**src/rtl/riscv_pkg.sv**
```systemverilog
// Shared RISC-V load/store definitions: funct3 codes, LSU state encoding,
// size masks and the captured-request payload.
package riscv_pkg;

  localparam logic [2:0] F3_B  = 3'b000;
  localparam logic [2:0] F3_H  = 3'b001;
  localparam logic [2:0] F3_W  = 3'b010;
  localparam logic [2:0] F3_BU = 3'b100;
  localparam logic [2:0] F3_HU = 3'b101;

  localparam logic [3:0] MASK_B = 4'b0001;
  localparam logic [3:0] MASK_H = 4'b0011;
  localparam logic [3:0] MASK_W = 4'b1111;

  typedef enum logic [1:0] {
    IDLE   = 2'd0,
    ISSUE0 = 2'd1,
    ISSUE1 = 2'd2,
    DONE   = 2'd3
  } lsu_state_t;

  // Everything about an accepted request that outlives the handshake.
  typedef struct packed {
    logic        we;
    logic [2:0]  funct3;
    logic [1:0]  off;
    logic        split;
    logic        err;
    logic [31:0] wdata;
  } lsu_op_t;

  function automatic logic f3_legal(input logic we, input logic [2:0] f3);
    if (we) return (f3 == F3_B) || (f3 == F3_H) || (f3 == F3_W);
    return (f3 == F3_B) || (f3 == F3_H) || (f3 == F3_W) ||
           (f3 == F3_BU) || (f3 == F3_HU);
  endfunction

  function automatic logic [3:0] f3_mask(input logic [2:0] f3);
    case (f3[1:0])
      2'b00:   return MASK_B;
      2'b01:   return MASK_H;
      default: return MASK_W;
    endcase
  endfunction

endpackage

```
**src/rtl/lsu_ctrl_if.sv**
```systemverilog
// Pipeline request/response and lane-memory signals of the load/store unit.
interface lsu_ctrl_if #(
  parameter int unsigned ADDR_W = 11
);
  logic              req_valid;
  logic              req_ready;
  logic              req_we;
  logic [2:0]        req_funct3;
  logic [31:0]       req_addr;
  logic [31:0]       req_wdata;

  logic              rsp_valid;
  logic [31:0]       rsp_rdata;
  logic              rsp_err;

  logic [ADDR_W-3:0] mem_addr;
  logic [3:0]        mem_be;
  logic              mem_we;
  logic              mem_re;
  logic [31:0]       mem_wdata;
  logic [31:0]       mem_rdata;

  modport slave (
    input  req_valid, req_we, req_funct3, req_addr, req_wdata, mem_rdata,
    output req_ready, rsp_valid, rsp_rdata, rsp_err,
           mem_addr, mem_be, mem_we, mem_re, mem_wdata
  );

  modport master (
    output req_valid, req_we, req_funct3, req_addr, req_wdata, mem_rdata,
    input  req_ready, rsp_valid, rsp_rdata, rsp_err,
           mem_addr, mem_be, mem_we, mem_re, mem_wdata
  );
endinterface

```
**src/rtl/lsu_align.sv**
```systemverilog
// Lane alignment: byte enables and shifted write data for both words of an
// access, plus shift and sign/zero extension of returned load data.
module lsu_align
  import riscv_pkg::*;
(
  input  logic [2:0]  funct3,
  input  logic [1:0]  off,
  input  logic        split,
  input  logic [31:0] wdata,
  input  logic [31:0] rdata_cur,
  input  logic [31:0] rdata_buf,
  output logic [3:0]  be0,
  output logic [3:0]  be1,
  output logic [31:0] wdata0,
  output logic [31:0] wdata1,
  output logic [31:0] load_data
);

  logic [7:0]  be_full;
  logic [63:0] wd_full;
  logic [63:0] rd_full;
  logic [31:0] rd_shift;

  // A 64-bit window over two words: the upper half is what spills into word1.
  always_comb begin
    be_full  = 8'(f3_mask(funct3)) << off;
    wd_full  = 64'(wdata) << {off, 3'b000};
    be0      = be_full[3:0];
    be1      = be_full[7:4];
    wdata0   = wd_full[31:0];
    wdata1   = wd_full[63:32];
  end

  always_comb begin
    rd_full  = split ? {rdata_cur, rdata_buf} : {32'b0, rdata_cur};
    rd_shift = 32'(rd_full >> {off, 3'b000});
    case (funct3)
      F3_B:    load_data = {{24{rd_shift[7]}},  rd_shift[7:0]};
      F3_H:    load_data = {{16{rd_shift[15]}}, rd_shift[15:0]};
      F3_BU:   load_data = {24'b0, rd_shift[7:0]};
      F3_HU:   load_data = {16'b0, rd_shift[15:0]};
      default: load_data = rd_shift;
    endcase
  end

endmodule

```
**src/rtl/lsu_ctrl.sv**
```systemverilog
// Load/store controller between the MEM stage and a four-lane data memory;
// splits misaligned accesses into two word accesses.
module lsu_ctrl
  import riscv_pkg::*;
#(
  parameter int unsigned ADDR_W = 11
) (
  input  logic        clk,
  input  logic        rst,
  lsu_ctrl_if.slave   bus
);

  localparam int unsigned WORD_W = ADDR_W - 2;

  lsu_state_t        state;
  lsu_op_t           op_q;
  lsu_op_t           acc_op;
  logic [WORD_W-1:0] word0_q;
  logic [31:0]       buf0_q;

  logic [3:0]        be0;
  logic [3:0]        be1;
  logic [31:0]       wdata0;
  logic [31:0]       wdata1;
  logic [31:0]       load_data;

  // Decode of the request as presented; only latched on acceptance.
  always_comb begin
    acc_op        = '0;
    acc_op.we     = bus.req_we;
    acc_op.funct3 = bus.req_funct3;
    acc_op.off    = bus.req_addr[1:0];
    acc_op.wdata  = bus.req_wdata;
    acc_op.err    = !f3_legal(bus.req_we, bus.req_funct3) ||
                    (|bus.req_addr[31:ADDR_W]);
    acc_op.split  = ((bus.req_funct3[1:0] == F3_H[1:0]) && (bus.req_addr[1:0] == 2'b11)) ||
                    ((bus.req_funct3[1:0] == F3_W[1:0]) && (bus.req_addr[1:0] != 2'b00));
  end

  always_ff @(posedge clk) begin
    if (rst) begin
      state   <= IDLE;
      op_q    <= '0;
      word0_q <= '0;
      buf0_q  <= '0;
    end else begin
      case (state)
        IDLE: begin
          if (bus.req_valid) begin
            op_q    <= acc_op;
            word0_q <= bus.req_addr[ADDR_W-1:2];
            state   <= acc_op.err ? DONE : ISSUE0;
          end
        end
        ISSUE0:  state <= op_q.split ? ISSUE1 : DONE;
        ISSUE1: begin
          buf0_q <= bus.mem_rdata;
          state  <= DONE;
        end
        DONE:    state <= IDLE;
        default: state <= IDLE;
      endcase
    end
  end

  lsu_align u_align (
    .funct3    (op_q.funct3),
    .off       (op_q.off),
    .split     (op_q.split),
    .wdata     (op_q.wdata),
    .rdata_cur (bus.mem_rdata),
    .rdata_buf (buf0_q),
    .be0       (be0),
    .be1       (be1),
    .wdata0    (wdata0),
    .wdata1    (wdata1),
    .load_data (load_data)
  );

  // State decode; reset forces every strobe and the response low in its own cycle.
  always_comb begin
    bus.req_ready = 1'b0;
    bus.mem_addr  = '0;
    bus.mem_be    = '0;
    bus.mem_we    = 1'b0;
    bus.mem_re    = 1'b0;
    bus.mem_wdata = '0;
    bus.rsp_valid = 1'b0;
    bus.rsp_err   = 1'b0;
    bus.rsp_rdata = '0;
    if (!rst) begin
      case (state)
        IDLE: bus.req_ready = 1'b1;
        ISSUE0: begin
          bus.mem_addr  = word0_q;
          bus.mem_be    = be0;
          bus.mem_wdata = wdata0;
          bus.mem_we    = op_q.we;
          bus.mem_re    = !op_q.we;
        end
        ISSUE1: begin
          bus.mem_addr  = word0_q + WORD_W'(1);
          bus.mem_be    = be1;
          bus.mem_wdata = wdata1;
          bus.mem_we    = op_q.we;
          bus.mem_re    = !op_q.we;
        end
        DONE: begin
          bus.rsp_valid = 1'b1;
          bus.rsp_err   = op_q.err;
          bus.rsp_rdata = (op_q.err || op_q.we) ? 32'b0 : load_data;
        end
        default: ;
      endcase
    end
  end

endmodule

```
**src/flat_wrapper.sv**
```systemverilog
// flat-port wrapper written by rule: the top's interface ports become plain ports
module lsu_ctrl_flat import riscv_pkg::*;
#(
  parameter int unsigned ADDR_W = 11
)
  (clk, rst, bus_req_valid, bus_req_we, bus_req_funct3, bus_req_addr, bus_req_wdata, bus_mem_rdata, bus_req_ready, bus_rsp_valid, bus_rsp_rdata, bus_rsp_err, bus_mem_addr, bus_mem_be, bus_mem_we, bus_mem_re, bus_mem_wdata);
  lsu_ctrl_if #(.ADDR_W(ADDR_W)) bus_i ();
  input  logic clk;
  input  logic rst;
  input wire logic [$bits(bus_i.req_valid)-1:0] bus_req_valid;
  input wire logic [$bits(bus_i.req_we)-1:0] bus_req_we;
  input wire logic [$bits(bus_i.req_funct3)-1:0] bus_req_funct3;
  input wire logic [$bits(bus_i.req_addr)-1:0] bus_req_addr;
  input wire logic [$bits(bus_i.req_wdata)-1:0] bus_req_wdata;
  input wire logic [$bits(bus_i.mem_rdata)-1:0] bus_mem_rdata;
  output wire logic [$bits(bus_i.req_ready)-1:0] bus_req_ready;
  output wire logic [$bits(bus_i.rsp_valid)-1:0] bus_rsp_valid;
  output wire logic [$bits(bus_i.rsp_rdata)-1:0] bus_rsp_rdata;
  output wire logic [$bits(bus_i.rsp_err)-1:0] bus_rsp_err;
  output wire logic [$bits(bus_i.mem_addr)-1:0] bus_mem_addr;
  output wire logic [$bits(bus_i.mem_be)-1:0] bus_mem_be;
  output wire logic [$bits(bus_i.mem_we)-1:0] bus_mem_we;
  output wire logic [$bits(bus_i.mem_re)-1:0] bus_mem_re;
  output wire logic [$bits(bus_i.mem_wdata)-1:0] bus_mem_wdata;
  assign bus_i.req_valid = bus_req_valid;
  assign bus_i.req_we = bus_req_we;
  assign bus_i.req_funct3 = bus_req_funct3;
  assign bus_i.req_addr = bus_req_addr;
  assign bus_i.req_wdata = bus_req_wdata;
  assign bus_i.mem_rdata = bus_mem_rdata;
  assign bus_req_ready = bus_i.req_ready;
  assign bus_rsp_valid = bus_i.rsp_valid;
  assign bus_rsp_rdata = bus_i.rsp_rdata;
  assign bus_rsp_err = bus_i.rsp_err;
  assign bus_mem_addr = bus_i.mem_addr;
  assign bus_mem_be = bus_i.mem_be;
  assign bus_mem_we = bus_i.mem_we;
  assign bus_mem_re = bus_i.mem_re;
  assign bus_mem_wdata = bus_i.mem_wdata;
  lsu_ctrl #(.ADDR_W(ADDR_W)) u_core (.clk(clk), .rst(rst), .bus(bus_i));
endmodule
```
**config.mk**
```make
export PLATFORM = sky130hd
export DESIGN_NAME = lsu_ctrl_flat
export DESIGN_NICKNAME = d
export VERILOG_FILES = /design/src/rtl/riscv_pkg.sv /design/src/rtl/lsu_ctrl_if.sv /design/src/rtl/lsu_align.sv /design/src/rtl/lsu_ctrl.sv /design/src/flat_wrapper.sv
export SDC_FILE = /design/constraint.sdc
export NUM_CORES = 1
export LEC_CHECK = 0
export CORE_UTILIZATION = 44
export CTS_BUF_LIST = sky130_fd_sc_hd__clkbuf_2 sky130_fd_sc_hd__clkbuf_4 sky130_fd_sc_hd__clkbuf_8
export DETAILED_ROUTE_END_ITERATION = 12
export PLACE_DENSITY = 0.84
export REMOVE_ABC_BUFFERS = 1
export SYNTH_ARGS = -nofsm -noshare
export SYNTH_HDL_FRONTEND = slang
export SYNTH_SLANG_ARGS = --single-unit
```
**constraint.sdc**
```tcl
create_clock -name clk -period 2.4 [get_ports clk]
set_clock_uncertainty 0.05 [all_clocks]
set_input_delay 0.48 -clock clk [delete_from_list [all_inputs] [get_ports clk]]
set_output_delay 0.48 -clock clk [all_outputs]
set_load 0.005 [all_outputs]
```
==> results of run 1 <==
repair_timing:
item	4_1_cts	5_1_grt
setup buffers	45	29
endpoints found under the setup margin	81	81
cloned	3	0
pin swaps	41	51
resized for setup	437	80
power by group:
group | internal, mW | leakage [nW] | switching, mW
Sequential | 1.67 | 0.681 | 0.294
Clock | 0.465 | 0.0987 | 0.513
Combinational | 2.58 | 3.16 | 2.47
Total | 4.71 | 3.94 | 3.28
worst min-delay path, stage by stage, from the launching register on:
cell     delay, ps
dfxtp_1        340
nand2_1         60
a21oi_1         50
cells in the final DEF (no fill, tap or decap), drive strengths merged, types with 3 or more instances in the layout:
cell type      count
nor3b              8
clkbuf            15
nor2b              8
mux2               8
ha                 6
mux4              14
o21ai             36
nand3b             3
mux2i            101
nor3               6
and3              10
and2               6
o21a               7
clkdlybuf4s50    102
inv                6
dfxtp             83
o22a               4
nand3             21
clkinv             3
nor4               5
a31oi              4
o22ai              6
nand2            169
a21oi             96
a22oi             13
buf              245
nor2              69
a22o               3
o221a              8
flip-flops by register name (all words and copies together) (netlist names):
name,flops
u_core.word0_q,9
u_core.state,2
u_core.op_q,40
u_core.buf0_q,32
path summary, 6_finish.rpt:
check,start,end,slack [ps],cells after the start
min,u_core.op_q[18],u_core.op_q[18],440,2
max,u_core.state[0],bus_rsp_rdata[26],-730,8
min reg2reg,u_core.op_q[18],u_core.op_q[18],440,2
max reg2reg,u_core.state[1],u_core.buf0_q[19],210,10
final cells by class:
type                    instances  area (µm²)  share of cell area
multi-input cells             632        4514              0.4610
repair buffers                353        3169              0.3236
flip-flops and latches         83        1669              0.1704
well taps                     176       220.2             0.02249
clock buffers                  13       172.7             0.01763
inverters                       7       35.03            0.003577
clock inverters                 2       10.01            0.001022
diodes                          1       2.502           0.0002555
per-stage QoR:
step / util / instances
2_1_floorplan: - / 722
6_report: 0.7395 / 1267
3_3_place_gp: 0.6507 / 1177
3_5_place_dp: 0.6507 / 1177
5_1_grt: 0.7395 / 1267
4_1_cts: 0.7066 / 1240
logic make-up after synthesis:
kind of cell	synth area share
mux	0.2365
fa+ha+maj	0.01254
xor+xnor	0.002926
flops	0.2775
simple gates	0.2277
compound gates	0.1910
buf+inv	0.05182
layer usage:
| metal | up-vias | track usage | wire (µm) |
|---|---|---|---|
| met2 | 473 | 0.5267 | 11530 |
| li1 | 3391 | - | - |
| met4 | 0 | 0.1986 | 1410 |
| met3 | 142 | 0.05068 | 2058 |
| met5 | - | 0 | 0 |
| met1 | 3502 | 0.3774 | 9366 |
==> flow_summary_export.csv, run 1 <==
group,metric,value,unit
pwr,vdd_drop_max,0.0005433,V
sta,grt_setup_unrepaired,"true",
worst_setup_path,crit_chain,"ha_4 > or4b_4 > or3_4 > a211o_1 > buf_12 > buf_4 > a21oi_2 > buf_2",
die,design.core.area,0.01324,mm²
sta,worstMarginPinSlew,531.0,ps
logic_synthesis,ys_async_sr_fraction,0,
route,ant_nets,0,
placement,numPortBuffers,184,
finish,fin_nets,1195,
worst_setup_path,crit_fanout,7,
route,route.detailed.drc,0,
clock_tree,h-tree-depth,3,
status,violations,"negative setup slack",
sta,final.min_clock_period,3127,ps
pwr,power,7.986,mW
sta,hold_violations,0,
placement,gp_congestion,0.9063,
route,viasPerCell,5.926,
worst_setup_path,slowest_stage,"or4b_4",
logic_synthesis,yosysMostFrequentCell,"nand2_1",
placement,preCtsSetupSlack,-729.8,ps
clock_tree,insertion_delay,360,ps
logic_synthesis,syn_area_per_cell,7.599,µm²
clock_tree,cts-hold-fix-buffers,0,
sta,tns,-35750,ps
sta,fin_ws,-727.4,ps
pwr,leakage,3.942,nW
sta,fmax,319.8,MHz
logic_synthesis,synthesis.area,0.005988,mm²
clock_tree,numClockSinks,83,
route,drt_iter0_drc,844,
global_routing,grtUsageTotal,0.3157,
status,status,"finished, violations left",
die,die_w,118.7,µm
logic_synthesis,yosys-top-cells-area,"dfxtp_1 (28%), mux2i_1 (17%), nand2_1 (11%), a21oi_1 (7.2%), mux4_2 (5.3%)",
sta,final_max_slew_viol_count,0,
pwr,p_per_area,815.5,mW/mm²
hold_path,hold_class,"reg -> reg",
die,die-area,0.01408,mm²
logic_synthesis,ys_types,47,
global_routing,antenna_found_initial,1,
finish,final_cell_area,0.009793,mm²
route,wire_per_inst,19.23,µm
logic_synthesis,ys_seq_elements,83,
worst_setup_path,cpPeakStageDelay,480,ps
worst_setup_path,worst-path-buf-inv,3,
clock_tree,cts_root_buffer,"clkbuf_8",
logic_synthesis,synth-edff-count,0,
route,dr.pass1.iters,5,
clock_tree,cts_tree,"done",
route,drt-total-wl,24360,µm
worst_setup_path,critPathCaptureType,"output pin",
finish,fill_cells,942,
finish,drive_gt1_frac,0.3661,
worst_setup_path,cp_top_family,"simple AND/OR/NAND/NOR gates",
worst_setup_path,worstSetupPathType,"reg -> out",
logic_synthesis,synthTopCellsByCount,"nand2_1 (169), mux2i_1 (101), a21oi_1 (86)",
die,fp.dieH,118.7,µm
global_routing,grt_pass1_wl,35810,µm
logic_synthesis,seq_area_frac_synth,0.2775,
global_routing,grt_overflow,0,
sta,setup_violations,79,
worst_setup_path,critical_path_arrival,2600,ps
finish,syn_to_final_growth,63.54,%
worst_setup_path,worstPathRequired,1870,ps
die,io_pins,185,
route,vias,7508,
logic_synthesis,netlist_instances,788,
logic_synthesis,synth_ff_type,"dfxtp_1",
global_routing,grt_max_degree,42,
die,rows,42,
placement,placed_cell_area,0.008617,mm²
global_routing,first_global_vias,7247,
clock_tree,clkSlewWorstSetupHoldPaths,100,ps
logic_synthesis,ys_warn_count,0,
logic_synthesis,synth_top_area_share,0.2775,
placement,hpwl,14050,µm
logic_synthesis,yosys.area.top_type,"dfxtp_1",
job,max_cap_viol_count,0,
sta,fin_crit_sh,1.303,
clock_tree,cts-buffers-inserted,9,
die,start_util,0.4522,
sta,slew_headroom,0.6368,
sta,fin_hold_ws,442.0,ps
worst_setup_path,worst_setup_path_start_kind,"flip-flop",
clock_tree,clockBufferDepth,2,
Note: power is estimated with default switching activity, not from simulation.
==> inputs of run 2 (changes only) <==
- MAX_ROUTING_LAYER: default -> met4
==> run 2 against run 1 <==
The run still ends with negative setup slack left. Setup slack improved by 22 ps. Final cell count unchanged. Sequential power about the same. Critical path type unchanged. Largest cell class unchanged.
==> flow_summary_export.csv, run 2 (synthesis gave the netlist of run 1 again) <==
group,metric,value,unit
status,status,"finished, violations left",
status,violations,"negative setup slack",
clock_tree,clockBufferDepth,2,
global_routing,first_global_vias,7268,
finish,drive_gt1_frac,0.3661,
sta,final.min_clock_period,3105,ps
die,io_pins,185,
worst_setup_path,worst_setup_path_start_kind,"flip-flop",
worst_setup_path,crit_fanout,7,
job,max_cap_viol_count,0,
clock_tree,cts_tree,"done",
clock_tree,cts-buffers-inserted,9,
finish,largest_reg_flops,40,
route,drt-total-wl,24010,µm
sta,slew_headroom,0.6034,
sta,worstMarginPinSlew,579.9,ps
sta,final_max_slew_viol_count,0,
pwr,p_per_area,812.8,mW/mm²
finish,final_cell_area,0.009793,mm²
clock_tree,numClockSinks,83,
route,ant_nets,0,
worst_setup_path,worstSetupPathType,"reg -> out",
global_routing,grtUsageTotal,0.3249,
clock_tree,insertion_delay,370,ps
finish,reg.largest.list,"u_core.op_q: 40 flops, u_core.buf0_q: 32 flops, u_core.word0_q: 9 flops",
placement,gp_congestion,0.9219,
worst_setup_path,critPathCaptureType,"output pin",
route,vias,7430,
worst_setup_path,worstPathRequired,1870,ps
global_routing,grt_overflow,0,
die,rows,42,
finish,fin_nets,1195,
finish,syn_to_final_growth,63.54,%
route,viasPerCell,5.864,
die,fp.dieH,118.7,µm
clock_tree,h-tree-depth,3,
sta,grt_setup_unrepaired,"true",
sta,fin_crit_sh,1.294,
sta,fin_ws,-705.0,ps
placement,hpwl,14050,µm
die,die-area,0.01408,mm²
placement,numPortBuffers,184,
placement,placed_cell_area,0.008617,mm²
route,dr.pass1.iters,5,
pwr,leakage,3.942,nW
global_routing,grt_pass1_wl,35780,µm
route,drt_iter0_drc,884,
finish,final_cell_mix,"nand2_1 (166), clkdlybuf4s50_1 (102), mux2i_1 (99)",
sta,fmax,322.1,MHz
die,die_w,118.7,µm
route,wire_per_inst,18.95,µm
pwr,vdd_drop_max,0.0005496,V
global_routing,grt_max_degree,42,
finish,layout_commonest_cell,"nand2_1",
route,route.detailed.drc,0,
finish,top_register,"u_core.op_q",
sta,tns,-35130,ps
sta,setup_violations,79,
finish,instances_no_fill,1267,
sta,fin_hold_ws,440.8,ps
die,design.core.area,0.01324,mm²
clock_tree,cts-hold-fix-buffers,0,
die,start_util,0.4522,
worst_setup_path,critical_path_arrival,2570,ps
placement,place_inst,1177,
global_routing,antenna_found_initial,1,
clock_tree,cts_root_buffer,"clkbuf_8",
clock_tree,clkSlewWorstSetupHoldPaths,100,ps
sta,hold_violations,0,
hold_path,hold_class,"reg -> reg",
-- run 2: repair_timing --
item | in CTS | in global routing
pin swaps | 41 | 51
setup buffers | 45 | 29
endpoints found under the setup margin | 81 | 81
resized for setup | 437 | 80
gates cloned | 3 | 0
-- run 2: critical path: stages, from the launching register on --
cell and delay [ps]:
dfxtp_2 380, ha_4 150, or4b_4 480, or3_4 340, a211o_1 330, buf_12 160, buf_4 150, a21oi_2 110
buf_2 120
-- run 2: worst paths after layout --
path,slack [ps],to,start,cells past startpoint
worst max-delay path,-700,bus_rsp_rdata[27],u_core.state[0],8
worst min-delay path,440,u_core.op_q[18],u_core.op_q[18],2
worst max register to register,190,u_core.state[0],u_core.state[1],10
worst min register to register,440,u_core.op_q[18],u_core.op_q[18],2
-- run 2: power by group --
group / leakage (nW) / switching (mW) / total, mW / internal, mW
logic: 3.16 / 2.45 / 5.02 / 2.57
clock network: 0.0987 / 0.513 / 0.978 / 0.465
registers: 0.681 / 0.295 / 1.96 / 1.67
-- run 2: stage by stage --
| stage | setup WS (ps) | util | total power [mW] |
|---|---|---|---|
| after floorplan | -3397 | - | 3.868 |
| final | -705.0 | 0.7395 | 7.960 |
| after detailed placement | -729.8 | 0.6507 | 5.354 |
| after global routing | -726.2 | 0.7395 | 8.335 |
| after CTS | -648.3 | 0.7066 | 7.210 |
| after global placement | -704.7 | 0.6507 | 5.279 |
-- run 2: layout make-up --
| type | count | area (µm²) |
|---|---|---|
| fillers | 937 | 3450 |
| diodes | 1 | 2.502 |
| inverters | 7 | 35.03 |
| clock inverters | 2 | 10.01 |
| flip-flops and latches | 83 | 1669 |
| repair buffers | 353 | 3169 |
| clock buffers | 13 | 172.7 |
| well taps | 176 | 220.2 |
| multi-input cells | 632 | 4514 |
-- run 2: metal layers --
metal / GRT usage / wire length [µm] / part of all wire / vias to the layer above
li1: - / - / - / 3388
met1: 0.3777 / 9446 / 0.39 / 3472
met2: 0.5267 / 11390 / 0.47 / 449
met3: 0.04971 / 1833 / 0.076 / 121
met4: 0.2002 / 1333 / 0.056 / 0
met5: - / 0 / 0 / -
